`src/rtl/axis_pixel_unpacker.sv`:
```
// axis_pixel_unpacker: unpacks 4 RGB pixels packed in 3 AXI-Stream words into one pixel per beat,
// keeping frame/line markers and flagging misaligned markers and wrong line lengths.
module axis_pixel_unpacker #(
    parameter int X_SIZE = 640,
    parameter int CNT_W  = 16
) (
    input  logic             in_stream_aclk,
    input  logic             periph_reset,
    input  logic [31:0]      in_stream_tdata,
    input  logic [3:0]       in_stream_tkeep,
    input  logic             in_stream_tvalid,
    output logic             in_stream_tready,
    input  logic             in_stream_tuser,
    input  logic             in_stream_tlast,
    output logic [23:0]      out_stream_tdata,
    output logic             out_stream_tvalid,
    input  logic             out_stream_tready,
    output logic             out_stream_tuser,
    output logic             out_stream_tlast,
    output logic [CNT_W-1:0] frame_count,
    output logic [CNT_W-1:0] line_count,
    output logic             align_err,
    output logic             len_err
);
    typedef enum logic [1:0] {PH0, PH1, PH2, PH3} phase_t;
    phase_t phase_q, phase_d;
    logic [23:0] res_q, res_d, data_q, data_d;
    logic valid_q, valid_d, user_q, user_d, last_q, last_d, pend_q, pend_d;
    logic [CNT_W-1:0] frame_q, frame_d, line_q, line_d, pix_q, pix_d;
    logic align_q, align_d, len_q, len_d;
    logic advance, in_hs, load, unused_keep;
    logic [31:0] w;

    assign w                 = in_stream_tdata;
    assign unused_keep       = ^in_stream_tkeep;
    assign advance           = !valid_q || out_stream_tready;
    assign in_stream_tready  = advance && phase_q != PH3;
    assign in_hs             = in_stream_tvalid && in_stream_tready;
    assign load              = advance && (phase_q == PH3 || in_hs);
    assign out_stream_tdata  = data_q;
    assign out_stream_tvalid = valid_q;
    assign out_stream_tuser  = user_q;
    assign out_stream_tlast  = last_q;
    assign frame_count       = frame_q;
    assign line_count        = line_q;
    assign align_err         = align_q;
    assign len_err           = len_q;

    always_comb begin
        phase_d = phase_q;
        res_d   = res_q;
        data_d  = data_q;
        valid_d = valid_q && !out_stream_tready;
        user_d  = user_q;
        last_d  = last_q;
        pend_d  = pend_q;
        frame_d = frame_q;
        line_d  = line_q;
        pix_d   = pix_q;
        align_d = align_q;
        len_d   = len_q;
        if (load) begin
            valid_d = 1'b1;
            if (phase_q == PH3) begin
                data_d  = res_q;
                user_d  = 1'b0;
                last_d  = pend_q;
                pend_d  = 1'b0;
                res_d   = '0;
                phase_d = PH0;
            end else begin
                user_d = in_stream_tuser;
                last_d = 1'b0;
                pend_d = 1'b0;
                // A start-of-frame always restarts packing, whatever phase we were in
                if (in_stream_tuser && phase_q != PH0)
                    align_d = 1'b1;
                if (in_stream_tuser || phase_q == PH0) begin
                    data_d  = w[23:0];
                    res_d   = {16'h0, w[31:24]};
                    phase_d = PH1;
                end else if (phase_q == PH1) begin
                    data_d  = {w[15:0], res_q[7:0]};
                    res_d   = {8'h0, w[31:16]};
                    phase_d = PH2;
                end else begin
                    data_d  = {w[7:0], res_q[15:0]};
                    res_d   = w[31:8];
                    phase_d = PH3;
                    pend_d  = in_stream_tlast;
                end
                // End-of-line anywhere but word 2 terminates the line on this pixel
                if (in_stream_tlast && phase_d != PH3) begin
                    last_d  = 1'b1;
                    res_d   = '0;
                    phase_d = PH0;
                    align_d = 1'b1;
                end
            end
            if (user_d)
                frame_d = frame_q + CNT_W'(1);
            line_d = (user_d ? '0 : line_q) + {{(CNT_W-1){1'b0}}, last_d};
            if (last_d) begin
                pix_d = '0;
                if (pix_q + CNT_W'(1) != CNT_W'(X_SIZE))
                    len_d = 1'b1;
            end else begin
                pix_d = pix_q + CNT_W'(1);
            end
        end
    end

    always_ff @(posedge in_stream_aclk or posedge periph_reset) begin
        if (periph_reset) begin
            phase_q <= PH0;
            res_q   <= '0;
            data_q  <= '0;
            valid_q <= 1'b0;
            user_q  <= 1'b0;
            last_q  <= 1'b0;
            pend_q  <= 1'b0;
            frame_q <= '0;
            line_q  <= '0;
            pix_q   <= '0;
            align_q <= 1'b0;
            len_q   <= 1'b0;
        end else begin
            phase_q <= phase_d;
            res_q   <= res_d;
            data_q  <= data_d;
            valid_q <= valid_d;
            user_q  <= user_d;
            last_q  <= last_d;
            pend_q  <= pend_d;
            frame_q <= frame_d;
            line_q  <= line_d;
            pix_q   <= pix_d;
            align_q <= align_d;
            len_q   <= len_d;
        end
    end
endmodule

```
`config.mk`:
```
export PLATFORM = sky130hd
export DESIGN_NAME = axis_pixel_unpacker
export DESIGN_NICKNAME = d
export VERILOG_FILES = /design/src/rtl/axis_pixel_unpacker.sv
export SDC_FILE = /design/constraint.sdc
export NUM_CORES = 1
export LEC_CHECK = 0
export CAP_MARGIN = 20
export CORE_MARGIN = 2
export CORE_UTILIZATION = 50
export DETAILED_ROUTE_END_ITERATION = 8
export HOLD_SLACK_MARGIN = 0.02
export PLACE_DENSITY_LB_ADDON = 0.3
export SLEW_MARGIN = 25
export SYNTH_ARGS = -nofsm -noshare
export SYNTH_HDL_FRONTEND = slang
export SYNTH_SLANG_ARGS = --single-unit
```
`constraint.sdc`:
```
create_clock -name in_stream_aclk -period 4.6 [get_ports in_stream_aclk]
set_input_delay 0.69 -clock in_stream_aclk [delete_from_list [all_inputs] [get_ports in_stream_aclk]]
set_output_delay 0.69 -clock in_stream_aclk [all_outputs]
set_load 0.03 [all_outputs]
```
==> results of run 1 <==
==> worst min-delay path, cell delays in order (launching register included) <==
cell and delay, ns:
sky130_fd_sc_hd__dfrtp_1 0.34, sky130_fd_sc_hd__nand2_1 0.05, sky130_fd_sc_hd__nand2_1 0.05
==> where the power goes <==
part | switching, mW | leakage (nW) | internal (mW) | total (mW)
clock | 0.312 | 0.103 | 0.281 | 0.592
combinational | 0.626 | 1.37 | 0.408 | 1.03
sequential | 0.145 | 1.36 | 1.06 | 1.21
==> worst max-delay path by stage <==
stage                             endpoint  slack, ns            start  cells after the start
after floorplan                  align_err       1.18     periph_reset                      1
after global placement      line_count[10]       1.24  in_stream_tuser                     12
after detailed placement    line_count[10]       1.15  in_stream_tuser                     12
after CTS                 in_stream_tready       1.17       phase_q[1]                      4
after global routing      in_stream_tready       1.00       phase_q[1]                      4
final                     in_stream_tready       1.15       phase_q[1]                      4
==> flip-flops by register name, indices dropped and copies added, names as in the netlist <==
name,flops
pix_q,16
out_stream_tlast,1
res_q,24
pend_q,1
phase_q,2
out_stream_tdata,24
out_stream_tuser,1
len_err,1
frame_count,16
align_err,1
line_count,16
out_stream_tvalid,1
==> cells by family (layout without fill, tap and decap cells) <==
logic type               Yosys count  after routing  share of synthesized area
adder cells (fa/ha/maj)            4              4                    0.00899
multiplexers                      10             10                     0.0180
XOR/XNOR                          33             33                     0.0532
AND/OR/NAND/NOR                  271            271                      0.236
AO/OA/AOI/OAI                    143            143                      0.171
buffers and inverters             51            134                     0.0454
flip-flops                       104            104                      0.467
==> cell type report <==
class,instances,share of cell area
flip-flops and latches,104,0.382
well taps,140,0.0257
repair buffers,107,0.156
inverters,11,0.00680
clock buffers,13,0.0233
multi-input cells,461,0.400
clock inverters,3,0.00588
==> metrics by stage <==
| step | setup WS (ns) | hold slack, ns | instances | util | area (um2) |
|---|---|---|---|---|---|
| 2_1_floorplan | 1.18 | 0.432 | 616 | - | 5570 |
| 3_3_place_gp | 1.24 | 0.448 | 823 | 0.610 | 6610 |
| 3_5_place_dp | 1.15 | 0.451 | 823 | 0.610 | 6610 |
| 4_1_cts | 1.17 | 0.470 | 839 | 0.628 | 6810 |
| 5_1_grt | 1.00 | 0.502 | 839 | 0.628 | 6810 |
| 6_report | 1.15 | 0.468 | 839 | 0.628 | 6810 |
==> routing by layer <==
metal  part of all wire  track usage  up-vias  wire length, um
met4              0.021       0.0940        0              297
met3              0.078       0.0605       27             1100
met2               0.49        0.394      218             6930
li1                   -            -     2313                -
met5                  0            0        -                0
met1               0.41        0.323     2399             5760
==> synthesized netlist by cell type (3+ instances only) <==
library cell | n | area share
sky130_fd_sc_hd__nor3_1 | 14 | 0.013
sky130_fd_sc_hd__a31oi_1 | 8 | 0.0090
sky130_fd_sc_hd__nand2b_1 | 14 | 0.016
sky130_fd_sc_hd__o211ai_1 | 8 | 0.011
sky130_fd_sc_hd__nand3_1 | 24 | 0.022
sky130_fd_sc_hd__or3_1 | 3 | 0.0034
sky130_fd_sc_hd__nor4_1 | 3 | 0.0034
sky130_fd_sc_hd__or2_2 | 4 | 0.0045
sky130_fd_sc_hd__xnor2_1 | 19 | 0.030
sky130_fd_sc_hd__a21oi_1 | 15 | 0.013
sky130_fd_sc_hd__inv_1 | 11 | 0.0074
sky130_fd_sc_hd__buf_6 | 3 | 0.0061
sky130_fd_sc_hd__dfrtp_1 | 104 | 0.47
sky130_fd_sc_hd__nand4_1 | 9 | 0.010
sky130_fd_sc_hd__and2_1 | 3 | 0.0034
sky130_fd_sc_hd__o31ai_1 | 24 | 0.032
sky130_fd_sc_hd__buf_2 | 19 | 0.017
sky130_fd_sc_hd__buf_4 | 4 | 0.0054
sky130_fd_sc_hd__nor2_1 | 61 | 0.041
sky130_fd_sc_hd__a22oi_1 | 8 | 0.011
sky130_fd_sc_hd__xor2_1 | 13 | 0.020
sky130_fd_sc_hd__o21ai_0 | 44 | 0.040
sky130_fd_sc_hd__nand2_1 | 109 | 0.073
sky130_fd_sc_hd__ha_1 | 4 | 0.0090
sky130_fd_sc_hd__and3_1 | 7 | 0.0079
sky130_fd_sc_hd__o22ai_1 | 17 | 0.019
sky130_fd_sc_hd__clkbuf_1 | 14 | 0.0094
sky130_fd_sc_hd__mux2i_1 | 10 | 0.018
==> report_table.html, run 1 <==
<table>
<tr><th>Metric</th><th>Value</th></tr>
<tr><th colspan="2">Status</th></tr>
<tr><td>Run status</td><td>finished clean</td></tr>
<tr><th colspan="2">CTS</th></tr>
<tr><td>Post-CTS setup repair buffer count</td><td>0</td></tr>
<tr><td>Number of clock sinks</td><td>104</td></tr>
<tr><td>Clock tree from TritonCTS</td><td>built</td></tr>
<tr><td>H-tree lvl count</td><td>3</td></tr>
<tr><td>Maximum clock path buffer count</td><td>2</td></tr>
<tr><td>Resize count post-CTS</td><td>0</td></tr>
<tr><td>Post-CTS Hold Fix Bufs</td><td>0</td></tr>
<tr><td>Root Buffer Master</td><td>sky130_fd_sc_hd__clkbuf_8</td></tr>
<tr><td>Clock transition time at the flip-flop clock pins of the worst setup and hold paths</td><td>0.10 ns</td></tr>
<tr><td>Clock buffer count from CTS</td><td>9</td></tr>
<tr><td>Worst skew pair latency</td><td>0.39 ns</td></tr>
<tr><th colspan="2">Timing</th></tr>
<tr><td>Count of final max-slew check failures</td><td>0</td></tr>
<tr><td>Share of the clock period used by the worst path after layout</td><td>0.750</td></tr>
<tr><td>Unrepaired setup endpoints after global routing</td><td>false</td></tr>
<tr><td>Slew at the pin closest to its max-slew limit</td><td>0.910 ns</td></tr>
<tr><td>Total negative slack for setup checks</td><td>0 ns</td></tr>
<tr><td>Count of endpoints failing setup in the final report</td><td>0</td></tr>
<tr><td>Max-slew headroom at the worst pin</td><td>0.387</td></tr>
<tr><td>Highest Clock Rate</td><td>290 MHz</td></tr>
<tr><td>Number of endpoints with negative hold slack in the final report</td><td>0</td></tr>
<tr><td>Clock Skews</td><td>0.0158 ns</td></tr>
<tr><td>Crit path time final</td><td>3.45 ns</td></tr>
<tr><th colspan="2">Setup path</th></tr>
<tr><td>Crit path kind</td><td>flop to output port</td></tr>
<tr><td>Worst-path fanout max</td><td>29</td></tr>
<tr><td>Largest delay share family, worst path</td><td>buffers and inverters</td></tr>
<tr><td>Worst setup SP type</td><td>flop</td></tr>
<tr><td>Longest individual stage delay on the worst path</td><td>0.65 ns</td></tr>
<tr><td>Source of the worst register-to-register timing path</td><td>phase_q[1]</td></tr>
<tr><td>Reg2reg end</td><td>line_count[15]</td></tr>
<tr><td>Crit path buf inv count</td><td>2</td></tr>
<tr><td>Crit path max-delay cell type</td><td>sky130_fd_sc_hd__clkdlybuf4s50_1</td></tr>
<tr><td>Worst setup slack for register-to-register paths</td><td>1.65 ns</td></tr>
<tr><td>Cells along the critical path</td><td>buf_4 &gt; and2_1 &gt; nor2_1 &gt; clkdlybuf4s50_1</td></tr>
<tr><td>Nature of the critical path endpoint</td><td>output port</td></tr>
<tr><td>Worst reg2reg path depth</td><td>7</td></tr>
<tr><td>Arr. time, crit path</td><td>2.76 ns</td></tr>
<tr><td>Required time of the worst setup path</td><td>3.91 ns</td></tr>
<tr><th colspan="2">Yosys</th></tr>
<tr><td>Number of synthesized flops with an enable pin</td><td>0</td></tr>
<tr><td>Post-synth net total</td><td>662</td></tr>
<tr><td>Yosys synthesis warning count</td><td>0</td></tr>
<tr><td>Gate Count Post-Synth</td><td>616</td></tr>
<tr><td>Yosys reg bits</td><td>104</td></tr>
<tr><td>Mean cell area of the mapped netlist</td><td>9.04 um2</td></tr>
<tr><td>Fraction of registers with async set or reset after synthesis</td><td>1.00</td></tr>
<tr><td>Count of unique library cells instantiated by Yosys</td><td>60</td></tr>
<tr><td>Sequential element share of the synthesized area</td><td>0.467</td></tr>
<tr><td>Most frequently used flop master after synthesis</td><td>sky130_fd_sc_hd__dfrtp_1</td></tr>
<tr><td>Post-synth design cell area</td><td>0.00557 mm2</td></tr>
<tr><th colspan="2">Routing</th></tr>
<tr><td>TritonRoute pass-1 iters</td><td>7</td></tr>
<tr><td>Total via count in the routed design</td><td>4957</td></tr>
<tr><td>Detail Route Antenna Nets</td><td>0</td></tr>
<tr><td>Via/cell ratio</td><td>5.91</td></tr>
<tr><td>Remaining design rule violation count</td><td>0</td></tr>
<tr><td>Post-detailed-routing wire length</td><td>14.1 mm</td></tr>
<tr><td>DRT iter0 DRCs</td><td>409</td></tr>
<tr><td>Detail-routed net length per standard cell</td><td>16.8 um</td></tr>
<tr><th colspan="2">Placement</th></tr>
<tr><td>Final HPWL from detailed placement</td><td>9.77 mm</td></tr>
<tr><td>RD Place Congestion</td><td>0.939</td></tr>
<tr><td>Number of I/O port buffers</td><td>99</td></tr>
<tr><th colspan="2">GRT</th></tr>
<tr><td>Overall global routing resource usage</td><td>0.246</td></tr>
<tr><td>Pin count of the biggest net entering global routing</td><td>89</td></tr>
<tr><td>Wire length of the first global-routing pass</td><td>22.8 mm</td></tr>
<tr><td>Initial antenna violation count</td><td>0</td></tr>
<tr><td>Number of global-route vias before repair</td><td>4623</td></tr>
<tr><td>Global route overflow</td><td>0</td></tr>
<tr><th colspan="2">Floorplan</th></tr>
<tr><td>IO Count</td><td>104</td></tr>
<tr><td>Die Area</td><td>0.0120 mm2</td></tr>
<tr><td>Starting utilization of the core area</td><td>0.514</td></tr>
<tr><td>Row Count</td><td>38</td></tr>
<tr><td>Width of the die</td><td>110 um</td></tr>
<tr><td>Total core area</td><td>0.0108 mm2</td></tr>
<tr><td>Height of the die</td><td>110 um</td></tr>
<tr><th colspan="2">Cells and area</th></tr>
<tr><td>Signed area change from the synthesized netlist to the final layout</td><td>22.2%</td></tr>
<tr><td>Number of filler instances in the final layout</td><td>913</td></tr>
<tr><td>Highest-count cells in the layout ignoring fill and taps</td><td>sky130_fd_sc_hd__nand2_1 (109), sky130_fd_sc_hd__dfrtp_1 (104), sky130_fd_sc_hd__clkdlybuf4s50_1 (99), sky130_fd_sc_hd__nor2_1 (61), sky130_fd_sc_hd__o21ai_0 (44)</td></tr>
<tr><td>Area occupied by multi-input gates</td><td>0.00272 mm2</td></tr>
<tr><td>Layout net count</td><td>740</td></tr>
<tr><td>Most common library cell in the layout ignoring fill and taps</td><td>sky130_fd_sc_hd__nand2_1</td></tr>
<tr><td>Diode insertion count for antenna repair</td><td>0</td></tr>
<tr><td>Fraction of layout cells with a size suffix above 1</td><td>0.0629</td></tr>
<tr><td>Register Area</td><td>0.00260 mm2</td></tr>
<tr><th colspan="2">Min path</th></tr>
<tr><td>Hold EP</td><td>pend_q</td></tr>
<tr><td>Number of cells traversed by the worst hold path</td><td>2</td></tr>
<tr><td>Min-Delay Startpoint</td><td>pend_q</td></tr>
<tr><td>Path class of the lowest-slack min-delay path</td><td>flop to flop</td></tr>
<tr><th colspan="2">Pwr</th></tr>
<tr><td>Ratio of total power to cell area</td><td>416 mW/mm2</td></tr>
<tr><td>Leakage component of the power</td><td>2.83 nW</td></tr>
<tr><td>Worst ir drop on vdd</td><td>229 uV</td></tr>
<tr><td>Total Power</td><td>2.83 mW</td></tr>
<tr><th colspan="2">Job</th></tr>
<tr><td>Max-cap violations</td><td>0</td></tr>
</table>
No activity file was read; power rests on OpenSTA's default activity.
==> inputs of run 2 (changes only) <==
--- a/config.mk
+++ b/config.mk
@@ -7,7 +7,7 @@
 export LEC_CHECK = 0
 export CAP_MARGIN = 20
 export CORE_MARGIN = 2
-export CORE_UTILIZATION = 50
+export CORE_UTILIZATION = 48
 export DETAILED_ROUTE_END_ITERATION = 8
 export HOLD_SLACK_MARGIN = 0.02
 export PLACE_DENSITY_LB_ADDON = 0.3
==> constraint.sdc (replaced) <==
create_clock -name in_stream_aclk -period 3.1 [get_ports in_stream_aclk]
set_input_delay 0.465 -clock in_stream_aclk [delete_from_list [all_inputs] [get_ports in_stream_aclk]]
set_output_delay 0.465 -clock in_stream_aclk [all_outputs]
set_load 0.03 [all_outputs]
==> report_table.html, run 2 (synthesis results as in run 1) <==
<table>
<tr><th>Metric</th><th>Value</th></tr>
<tr><th colspan="2">Pwr</th></tr>
<tr><td>Ratio of total power to cell area</td><td>629 mW/mm2 (+51%)</td></tr>
<tr><td>Worst ir drop on vdd</td><td>268 uV (+17%)</td></tr>
<tr><td>Net Sw Power</td><td>1.64 mW (+52%)</td></tr>
<tr><td>Leakage component of the power</td><td>2.92 nW (+3.1%)</td></tr>
<tr><td>Clock network fraction of total power</td><td>0.232 (+0.023)</td></tr>
<tr><td>Sequential group share of total power</td><td>0.407 (-0.019)</td></tr>
<tr><td>Sw frac</td><td>0.374 (-0.00804)</td></tr>
<tr><td>Total Power</td><td>4.39 mW (+55%)</td></tr>
<tr><td>Internal power contribution</td><td>2.75 mW (+57%)</td></tr>
<tr><td>Combinational Power Share</td><td>0.362 (-0.003)</td></tr>
<tr><th colspan="2">CTS</th></tr>
<tr><td>Maximum clock path buffer count</td><td>2 (unchanged)</td></tr>
<tr><td>Post-CTS Hold Fix Bufs</td><td>0 (unchanged)</td></tr>
<tr><td>H-tree lvl count</td><td>3 (unchanged)</td></tr>
<tr><td>Clock buffer count from CTS</td><td>9 (unchanged)</td></tr>
<tr><td>Root Buffer Master</td><td>sky130_fd_sc_hd__clkbuf_16</td></tr>
<tr><td>Number of clock sinks</td><td>104 (unchanged)</td></tr>
<tr><td>Resize count post-CTS</td><td>0 (unchanged)</td></tr>
<tr><td>Post-CTS setup repair buffer count</td><td>0 (unchanged)</td></tr>
<tr><td>Clock transition time at the flip-flop clock pins of the worst setup and hold paths</td><td>0.07 ns (-0.03 ns)</td></tr>
<tr><td>Clock tree from TritonCTS</td><td>built</td></tr>
<tr><td>Worst skew pair latency</td><td>0.34 ns (-0.05 ns)</td></tr>
<tr><th colspan="2">Routing</th></tr>
<tr><td>Post-detailed-routing wire length</td><td>14.2 mm (+1.1%)</td></tr>
<tr><td>Detail-routed net length per standard cell</td><td>16.7 um (-0.34%)</td></tr>
<tr><td>DRT iter0 DRCs</td><td>391 (-4.4%)</td></tr>
<tr><td>WL met3</td><td>838 um (-24%)</td></tr>
<tr><td>Met2 Routed Length</td><td>6.82 mm (-1.6%)</td></tr>
<tr><td>Uppermost routed layer</td><td>met4</td></tr>
<tr><td>Total via count in the routed design</td><td>4953 (-0.081%)</td></tr>
<tr><td>TritonRoute pass-1 iters</td><td>5 (-2)</td></tr>
<tr><td>Detail Route Antenna Nets</td><td>0 (unchanged)</td></tr>
<tr><td>Remaining design rule violation count</td><td>0 (unchanged)</td></tr>
<tr><td>Via/cell ratio</td><td>5.82 (-1.5%)</td></tr>
<tr><td>Metal1 wirelength</td><td>6.06 mm (+5.2%)</td></tr>
<tr><th colspan="2">Placement</th></tr>
<tr><td>Final HPWL from detailed placement</td><td>10.1 mm (+3.3%)</td></tr>
<tr><td>Area post-placement</td><td>0.00670 mm2 (+1.4%)</td></tr>
<tr><td>RD Place Congestion</td><td>0.870 (-7.4%)</td></tr>
<tr><td>Instance count after placement with tap cells included</td><td>836 (+1.6%)</td></tr>
<tr><td>Minimum setup slack after placement</td><td>0.366 ns (-0.789 ns)</td></tr>
<tr><td>Number of I/O port buffers</td><td>99 (unchanged)</td></tr>
<tr><th colspan="2">GRT</th></tr>
<tr><td>Pin count of the biggest net entering global routing</td><td>61 (-31%)</td></tr>
<tr><td>Initial antenna violation count</td><td>0 (unchanged)</td></tr>
<tr><td>Overall global routing resource usage</td><td>0.234 (-0.0120)</td></tr>
<tr><td>Number of global-route vias before repair</td><td>4806 (+4.0%)</td></tr>
<tr><td>Global route overflow</td><td>0 (unchanged)</td></tr>
<tr><td>Wire length of the first global-routing pass</td><td>23.9 mm (+4.9%)</td></tr>
<tr><th colspan="2">Floorplan</th></tr>
<tr><td>IO Count</td><td>104 (unchanged)</td></tr>
<tr><td>Row Count</td><td>39 (+2.6%)</td></tr>
<tr><td>Total core area</td><td>0.0114 mm2 (+4.9%)</td></tr>
<tr><td>Height of the die</td><td>112 um (+2.0%)</td></tr>
<tr><td>Die Area</td><td>0.0125 mm2 (+4.0%)</td></tr>
<tr><td>Starting utilization of the core area</td><td>0.490 (-0.0239)</td></tr>
<tr><td>Width of the die</td><td>112 um (+2.0%)</td></tr>
<tr><th colspan="2">Timing</th></tr>
<tr><td>Total negative slack for setup checks</td><td>0 ns (unchanged)</td></tr>
<tr><td>Count of endpoints failing setup in the final report</td><td>0 (unchanged)</td></tr>
<tr><td>Count of final max-slew check failures</td><td>0 (unchanged)</td></tr>
<tr><td>Number of endpoints with negative hold slack in the final report</td><td>0 (unchanged)</td></tr>
<tr><td>Unrepaired setup endpoints after global routing</td><td>false</td></tr>
<tr><td>Share of the clock period used by the worst path after layout</td><td>0.880</td></tr>
<tr><td>Max-slew headroom at the worst pin</td><td>0.382 (-0.00438)</td></tr>
<tr><td>Min setup slack post-route</td><td>0.373 ns (-0.776 ns)</td></tr>
<tr><td>Clock Skews</td><td>0.00839 ns (-0.00739 ns)</td></tr>
<tr><td>Slew at the pin closest to its max-slew limit</td><td>0.917 ns (+0.00650 ns)</td></tr>
<tr><td>Crit path time final</td><td>2.73 ns</td></tr>
<tr><td>Highest Clock Rate</td><td>367 MHz</td></tr>
<tr><td>Min Hold Slack</td><td>0.465 ns (-0.00275 ns)</td></tr>
<tr><th colspan="2">Min path</th></tr>
<tr><td>Path class of the lowest-slack min-delay path</td><td>flop to flop</td></tr>
<tr><th colspan="2">Setup path</th></tr>
<tr><td>Worst setup SP type</td><td>flop</td></tr>
<tr><td>Cells along the critical path</td><td>and2_1 &gt; nor2_1 &gt; clkdlybuf4s50_1</td></tr>
<tr><td>Arr. time, crit path</td><td>2.26 ns (-0.50 ns)</td></tr>
<tr><td>Crit path max-delay cell type</td><td>sky130_fd_sc_hd__clkdlybuf4s50_1</td></tr>
<tr><td>Longest individual stage delay on the worst path</td><td>0.76 ns (+0.11 ns)</td></tr>
<tr><td>Crit path kind</td><td>flop to output port</td></tr>
<tr><td>Worst-path fanout max</td><td>11 (-62%)</td></tr>
<tr><td>Required time of the worst setup path</td><td>2.63 ns (-1.28 ns)</td></tr>
<tr><td>Nature of the critical path endpoint</td><td>output port</td></tr>
<tr><th colspan="2">Cells and area</th></tr>
<tr><td>Highest-count cells in the layout ignoring fill and taps</td><td>sky130_fd_sc_hd__nand2_1 (109), sky130_fd_sc_hd__dfrtp_1 (104), sky130_fd_sc_hd__clkdlybuf4s50_1 (99), sky130_fd_sc_hd__nor2_1 (61), sky130_fd_sc_hd__o21ai_0 (44)</td></tr>
<tr><td>Diode insertion count for antenna repair</td><td>0 (unchanged)</td></tr>
<tr><td>Most common library cell in the layout ignoring fill and taps</td><td>sky130_fd_sc_hd__nand2_1</td></tr>
<tr><td>Cell area after layout</td><td>0.00698 mm2 (+2.5%)</td></tr>
<tr><td>Fraction of layout cells with a size suffix above 1</td><td>0.0763 (+0.0133)</td></tr>
<tr><td>Number of filler instances in the final layout</td><td>954 (+4.5%)</td></tr>
<tr><td>Layout net count</td><td>751 (+1.5%)</td></tr>
<tr><td>Share of the core filled with cells</td><td>0.614 (-0.0142)</td></tr>
<tr><td>Signed area change from the synthesized netlist to the final layout</td><td>25.3%</td></tr>
<tr><td>Final cell count without fillers</td><td>851 (+1.4%)</td></tr>
<tr><th colspan="2">Job</th></tr>
<tr><td>Max-cap violations</td><td>0 (unchanged)</td></tr>
<tr><th colspan="2">Status</th></tr>
<tr><td>Run status</td><td>finished clean</td></tr>
</table>
run 2: cell count changes in the layout (fill, tap and decap cells not counted), sizes merged:
cell	previous run	this run
clkinvlp	0	1
bufinv	1	0
buf	8	19
clkinv	2	4
inv	11	10
clkbuf	13	10
run 2: final timing paths:
check                             start                   to  slack [ns]  depth (start not counted)
min                              pend_q               pend_q        0.47                          2
min reg2reg                      pend_q               pend_q        0.47                          2
max in group asynchronous  periph_reset  out_stream_tdata[3]        1.79                          3
min in group asynchronous  periph_reset       frame_count[6]        0.57                          2
max                          phase_q[1]     in_stream_tready        0.37                          3
max reg2reg                  phase_q[1]       line_count[10]        0.67                          9
run 2: final cells by class:
class	count	area [um2]	area share
Multi-Input combinational cell	461	2720	0.390
Tap cell	143	179	0.0256
Timing Repair Buffer	118	1180	0.169
Sequential cell	104	2600	0.373
Inverter	11	45.0	0.00645
Clock inverter	4	23.8	0.00341
Clock buffer	10	229	0.0328
run 2: layer usage:
layer / GRT usage / up-vias
li1: - / 2342
met1: 0.310 / 2383
met5: 0 / -
met3: 0.0403 / 38
met2: 0.375 / 190
met4: 0.114 / 0
run 2: power by group through the flow:
stage	Sequential, mW	Clock, mW	Combinational (mW)
after floorplan	2.05	0	0.727
after global placement	1.80	0	1.54
after detailed placement	1.81	0	1.58
after CTS	1.79	1.04	1.58
after global routing	1.82	1.09	1.72
final	1.79	1.02	1.59
run 2: worst max-delay path, delay by kind of cell, from the launching register on:
family | cells | cell delay (ns)
simple gates | 2 | 0.68
flops | 1 | 0.48
buf+inv | 1 | 0.76
